### src/rtl/quad_pkg.sv
// quad_pkg: quadrature state encodings and the step decode shared by the decoder
package quad_pkg;
   localparam logic [1:0] ST_00 = 2'b00;
   localparam logic [1:0] ST_10 = 2'b10;
   localparam logic [1:0] ST_11 = 2'b11;
   localparam logic [1:0] ST_01 = 2'b01;

   // {valid, up}: valid when exactly one phase changed, up when cur follows prev in the A-leads-B order
   function automatic logic [1:0] step_dec(input logic [1:0] p, input logic [1:0] c);
      logic [1:0] up_nxt;
      up_nxt = (p == ST_00) ? ST_10 : (p == ST_10) ? ST_11 : (p == ST_11) ? ST_01 : ST_00;
      return {^(p ^ c), c == up_nxt};
   endfunction
endpackage

### src/rtl/quad_filter.sv
// quad_filter: synchronizer chain plus persistence filter for one encoder phase
module quad_filter #(
   parameter int SYNC_STAGES = 2,
   parameter int FILT_LEN    = 4
) (
   input  logic clk,
   input  logic reset_n,
   input  logic d_i,
   output logic sync_o,
   output logic acc_o
);
   localparam int CW = $clog2(FILT_LEN + 1);
   localparam logic [CW-1:0] LAST = CW'(FILT_LEN - 1);

   logic [SYNC_STAGES-1:0] sync_q, sync_d;
   logic [CW-1:0] cnt_q, cnt_d;
   logic acc_q, acc_d;

   assign sync_o = sync_q[SYNC_STAGES-1];
   assign acc_o  = acc_q;

   // shift the raw input in; count cycles of disagreement and accept on the FILT_LEN-th one
   always_comb begin
      sync_d = {sync_q[SYNC_STAGES-2:0], d_i};
      cnt_d  = (sync_o != acc_q && cnt_q != LAST) ? cnt_q + 1'b1 : '0;
      acc_d  = (sync_o != acc_q && cnt_q == LAST) ? sync_o : acc_q;
   end

   // state registers
   always_ff @(posedge clk or negedge reset_n) begin
      if (!reset_n) begin
         sync_q <= '0;
         cnt_q  <= '0;
         acc_q  <= 1'b0;
      end else begin
         sync_q <= sync_d;
         cnt_q  <= cnt_d;
         acc_q  <= acc_d;
      end
   end
endmodule

### src/rtl/quad_decoder.sv
// quad_decoder: x4 quadrature decoder with priming, step/dir events and wrapping position count
module quad_decoder
   import quad_pkg::*;
#(
   parameter int WIDTH       = 16,
   parameter int SYNC_STAGES = 2,
   parameter int FILT_LEN    = 4
) (
   input  logic             clk,
   input  logic             reset_n,
   input  logic             qa,
   input  logic             qb,
   input  logic             clr,
   input  logic             err_clr,
   output logic [WIDTH-1:0] count,
   output logic             dir,
   output logic             step,
   output logic             err,
   output logic             primed
);
   localparam int SW = $clog2(FILT_LEN + 1);
   localparam logic [SW-1:0] LAST = SW'(FILT_LEN - 1);

   logic a_sync, b_sync, a_acc, b_acc;
   logic [1:0] pair, cur, dec;
   logic [1:0] prev_q, prev_d, pair_q, pair_d;
   logic [SW-1:0] stab_q, stab_d;
   logic [WIDTH-1:0] count_q, count_d;
   logic primed_q, primed_d, dir_q, dir_d, step_q, step_d, err_q, err_d;

   quad_filter #(.SYNC_STAGES(SYNC_STAGES), .FILT_LEN(FILT_LEN)) u_fa (
      .clk(clk), .reset_n(reset_n), .d_i(qa), .sync_o(a_sync), .acc_o(a_acc)
   );
   quad_filter #(.SYNC_STAGES(SYNC_STAGES), .FILT_LEN(FILT_LEN)) u_fb (
      .clk(clk), .reset_n(reset_n), .d_i(qb), .sync_o(b_sync), .acc_o(b_acc)
   );

   assign pair   = {a_sync, b_sync};
   assign cur    = {a_acc, b_acc};
   assign count  = count_q;
   assign dir    = dir_q;
   assign step   = step_q;
   assign err    = err_q;
   assign primed = primed_q;

   // prev tracks the accepted state continuously so it already holds the captured state when priming completes
   always_comb begin
      dec      = step_dec(prev_q, cur);
      pair_d   = pair;
      prev_d   = cur;
      stab_d   = (pair == pair_q) ? ((stab_q == LAST) ? stab_q : stab_q + 1'b1) : '0;
      primed_d = primed_q | (pair == pair_q && stab_q == LAST);
      step_d   = primed_q & dec[1];
      dir_d    = step_d ? dec[0] : dir_q;
      count_d  = clr ? '0 : step_d ? (dec[0] ? count_q + 1'b1 : count_q - 1'b1) : count_q;
      err_d    = (primed_q && (prev_q ^ cur) == 2'b11) ? 1'b1 : err_clr ? 1'b0 : err_q;
   end

   // state registers
   always_ff @(posedge clk or negedge reset_n) begin
      if (!reset_n) begin
         prev_q   <= ST_00;
         pair_q   <= ST_00;
         stab_q   <= '0;
         primed_q <= 1'b0;
         count_q  <= '0;
         dir_q    <= 1'b0;
         step_q   <= 1'b0;
         err_q    <= 1'b0;
      end else begin
         prev_q   <= prev_d;
         pair_q   <= pair_d;
         stab_q   <= stab_d;
         primed_q <= primed_d;
         count_q  <= count_d;
         dir_q    <= dir_d;
         step_q   <= step_d;
         err_q    <= err_d;
      end
   end
endmodule

### config.mk
export PLATFORM = sky130hd
export DESIGN_NAME = quad_decoder
export DESIGN_NICKNAME = d
export VERILOG_FILES = /design/src/rtl/quad_pkg.sv /design/src/rtl/quad_filter.sv /design/src/rtl/quad_decoder.sv
export SDC_FILE = /design/constraint.sdc
export NUM_CORES = 1
export LEC_CHECK = 0
export CAP_MARGIN = 25
export CORE_MARGIN = 2
export CORE_UTILIZATION = 60
export DETAILED_ROUTE_END_ITERATION = 6
export PLACE_DENSITY = 0.84
export SLEW_MARGIN = 20
export SYNTH_ARGS = -nofsm -noshare
export SYNTH_HDL_FRONTEND = slang
export SYNTH_SLANG_ARGS = --single-unit
export TNS_END_PERCENT = 10
### constraint.sdc
create_clock -name clk -period 9 [get_ports clk]
set_clock_uncertainty 0.15 [all_clocks]
set_input_delay 0.9 -clock clk [delete_from_list [all_inputs] [get_ports clk]]
set_output_delay 0.9 -clock clk [all_outputs]
set_load 0.02 [all_outputs]
[Word level (Yosys, flattened, before mapping)]
Cells that the tools add are included.
Storage, ports and cells
  register bits after elaboration: 39
  input port bits: 6
  output and inout bits: 20
  word-level logic and storage cells: 57
Operators by class
  eq/ne operators: 13
  bitwise logic cells: 3
  muxes and demuxes: 12
  reductions and logical operators: 10
  $add $sub $neg: 5
Operators with widths (count)
  16-bit 2-to-1 mux: 3
  16-bit by 1-bit adder with 16-bit output, second input constant: 1
  16-bit by 1-bit subtractor with 16-bit output, second input constant: 1
  3-bit 2-to-1 mux: 4
  3-bit by 1-bit adder with 3-bit output, second input constant: 3
  3-bit by 2-bit == test with 1-bit output, second input constant: 3
  2-bit == test, second input constant: 3
  1-bit logical AND: 6
  3-bit by 2-bit inequality test with 1-bit output, second input constant: 2
  2-bit == test: 2
  2-bit 2-to-1 mux: 2
  2-bit nonzero test: 2
  1-bit 2-to-1 mux: 3
  2-bit logical NOT: 1
  1-bit inequality test: 2
  2-bit inequality test, second input constant: 1
  2-bit XOR reduction: 1
  2-bit XOR: 1
  1-bit AND: 1
  1-bit bitwise OR: 1

[Logic depth before layout (Yosys ltp)]
  depth in word-level cells: 8
  depth in mapped cells: 10
  mapped depth without buffers: 9

[Cells and area by module]
Synthesis repeated with hierarchy kept, for this count alone.
Second synthesis, totals
  cell total of the unflattened synthesis: 226
  area total of the unflattened synthesis: 2279.7 um^2
Modules (own cells, without submodules)
  quad_decoder: area an instance 1836.8 um^2, sequential area each 675.6 um^2, instances 1, cells an instance 198
  quad_filter: area an instance 221.5 um^2, sequential area each 150.1 um^2, instances 2, cells an instance 14

[Worst setup path after synthesis]
No wires, ideal clock.
  kind: reg-to-reg
  start point: reg u_fa.acc_q (netlist: u_fa.acc_o)
  end point: reg count_q[11] (netlist: count[11])
  buffers on the path: 0
  data arrival time: 2785 ps
  clock period less this slack: 3055 ps
  required time: 8730 ps
  library setup time: 120 ps
  slack: 5945 ps
  cell stages (with the launch flop): 10
  cell sequence: dfrtp_1 xor2_1 and2_1 inv_1 ha_1 a21o_1 a221o_1 a221oi_2 mux2_1 a31o_1
On the way
  cells in the longest elaborated chain, start to end: 4
  elaborated cells between the ends (all ways): 8
  classes of those cells: 1 x eq/ne; 3 x mux; 2 x bitwise; 2 x reduce/logical
RTL lines
  start, declared: RTL line quad_filter.sv:17  | logic acc_q, acc_d;
  start signal, assigned: RTL line quad_filter.sv:34  | acc_q <= 1'b0;
  start signal, assigned: RTL line quad_filter.sv:38  | acc_q <= acc_d;
  2-bit == test or 2-bit XOR (tied branches): RTL line quad_pkg.sv:12  | return {^(p ^ c), c == up_nxt};
  16-bit 2-to-1 mux or 2-bit XOR reduction (tied branches): RTL line quad_decoder.sv:55, quad_pkg.sv:12
  16-bit 2-to-1 mux or 1-bit AND (tied branches): RTL line quad_decoder.sv:55, quad_decoder.sv:53
  16-bit 2-to-1 mux or 2-bit nonzero test (tied branches)
  end signal, assigned: RTL line quad_decoder.sv:75  | count_q <= count_d;
  end, declared: RTL line quad_decoder.sv:28  | logic [WIDTH-1:0] count_q, count_d;
Parallel ways exist; a longest one is shown, timed or not. The select of a mux whose other input is x is not followed.
A chain may end at the register's enable or synchronous reset.

[Final worst setup path]
Ends and elaborated chain as after synthesis.

==> run metrics <==
status finished clean; Pre-antenna DRT Iters 4; CTS resizes 0; mapped cell area 0.002374 mm2; initial antenna violation count 0; CP Data Arrival Time 3.51 ns; WHS 0.2014 ns; Core Footprint 0.003744 mm2; Critical Path End Type flop; global-route wire length before repair 8438 um; gr ovfl total 0; number of flops mapped to enable cells by yosys 0; Max Freq 288.5 MHz; sequential share of the synthesized area 41.12%; Initial Util 63.40%; CP max FO 21; DR DRC count 0; drt total wl 5014 um; Buffers on Ports 25; pre-CTS setup slack 5.592 ns; GRT Util Overall 25.02%; Syn Inst Count 245; Async S/R FF share, synth 100.0%; Setup Buffers After CTS 0; min-delay worst type flop to flop; wire per inst 15.67 um; TritonCTS Buffers 5; Final WS setup 5.533 ns; drt via density 6.100; Layout Nets 301; Clock Sinks 39; Slew HR 43.70%; CTS max path bufs 2; Initial DRC Count 166; Ys Warns 0; share of cells above drive strength 1 6.985%; number of max-cap violations 0; CTS tree done; DRT antenna net count 0; CTS hold repair buffers 0; register bit total from synthesis 39; insertion delay to the later sink of the worst-skew pair 0.30 ns; largest net degree at the start of global routing 40; clock-pin slew on the worst setup and hold paths 0.08 ns; setup TNS 0 ns; final worst path period need 3.467 ns; Post-synth top flop dfrtp_1; most frequent cells in the layout dfrtp_1 (39), nand2_1 (25), clkdlybuf4s50_1 (24), ha_1 (23), a21oi_1 (17); unrepaired setup endpoints after global routing no; root buf cell clkbuf_8; vias in the first global route 1852; WP data required 9.04 ns; die height 66.90 um; post-DP HPWL 3403 um; n_diodes 0; Synth Area per Inst 9.688 um2; die area 0.004475 mm2; Max H-tree Level 2; final-report hold violation count 0; max-slew violation count 0; Mapped Nets 275; final setup violation count 0; final period utilization 38.52%; Crit Path Category flop to flop; Critical Path Start Type flop; IO Count 26; commonest non-fill, non-tap cell in the layout dfrtp_1; final estimated routing congestion in global placement 0.8854; Area Overhead vs Synth 16.18%; Post-Place Cell Area 0.002659 mm2; Worst-Margin Slew 0.8445 ns; die extent in x 66.90 um; cell area after layout 0.002758 mm2; # rows 22; via count 1952; Netlist cell types 48
-- final timing paths --
path | startpoint | to | slack [ns] | cells past startpoint
min reg2reg | u_fb.sync_q[0] | u_fb.sync_q[1] | 0.20 | 0
max | u_fa.acc_o | count[11] | 5.53 | 9
min | u_fb.sync_q[0] | u_fb.sync_q[1] | 0.20 | 0
max reg2reg | u_fa.acc_o | count[11] | 5.53 | 9
min in group asynchronous | reset_n | u_fa.cnt_q[1] | 0.55 | 1
max in group asynchronous | reset_n | count[1] | 7.62 | 1
-- Yosys cell counts (all sizes together), types with 3 or more instances --
master,instances,area [um2]
and2,3,18.77
a21oi,17,85.08
xnor2,8,70.07
nand2b,3,18.77
nand2,25,93.84
clkbuf,6,22.52
nor2,15,56.30
mux2,3,33.78
a31o,4,35.04
nand3,9,45.04
nand4,6,37.54
inv,8,30.03
nor3,6,30.03
and3,7,43.79
a21o,8,60.06
ha,23,287.8
a31oi,3,18.77
o21ai,9,45.04
dfrtp,39,975.9
o211ai,3,22.52
xor2,7,61.31
-- cell families after synthesis --
family / count (synthesis) / synth area share, %
mux: 5 / 2.267
xor+xnor: 15 / 5.535
buf+inv: 16 / 2.583
fa+ha+maj: 24 / 12.97
flops: 39 / 41.12
simple gates: 83 / 17.18
compound gates: 63 / 18.35
-- layer usage --
| layer | wire length, um | up-vias | part of all wire [%] | GRT usage [%] |
|---|---|---|---|---|
| li1 | - | 951 | - | - |
| met1 | 2343 | 927 | 47 | 33.84 |
| met2 | 2297 | 65 | 46 | 39.00 |
| met3 | 294 | 9 | 5.9 | 6.081 |
| met4 | 78 | 0 | 1.6 | 8.929 |
| met5 | 0 | - | 0 | 0 |
-- metrics by stage --
stage,cells,util (%)
6_report,320,73.66
5_1_grt,320,73.66
4_1_cts,320,73.66
3_5_place_dp,312,71.02
3_3_place_gp,312,71.02
2_1_floorplan,245,-
-- worst max-delay path: stages (launching register included) --
cell	delay [ns]
dfrtp_1	0.45
xor2_1	0.16
and2_1	0.18
inv_1	0.55
ha_1	0.44
and3_1	0.20
a221o_1	0.37
a221oi_2	0.32
mux2_1	0.36
a31o_1	0.19
-- layout make-up --
cell class	count	area, um2
well taps	48	60.06
inverters	9	33.78
clock inverters	2	16.27
fillers	292	985.9
flip-flops and latches	39	975.9
multi-input cells	190	1336
clock buffers	6	82.58
repair buffers	26	252.7
-- state kept, by name, summed over array words and instances (netlist names), 2 cells and up --
signal       count
count           16
stab_q           3
prev_q           2
pair_q           2
u_fb.cnt_q       3
u_fa.cnt_q       3
u_fb.sync_q      2
u_fa.sync_q      2
Power is left out: the tool's default activity adds up to more than one toggle a clock period on the data nets, which glitch-free logic cannot reach.
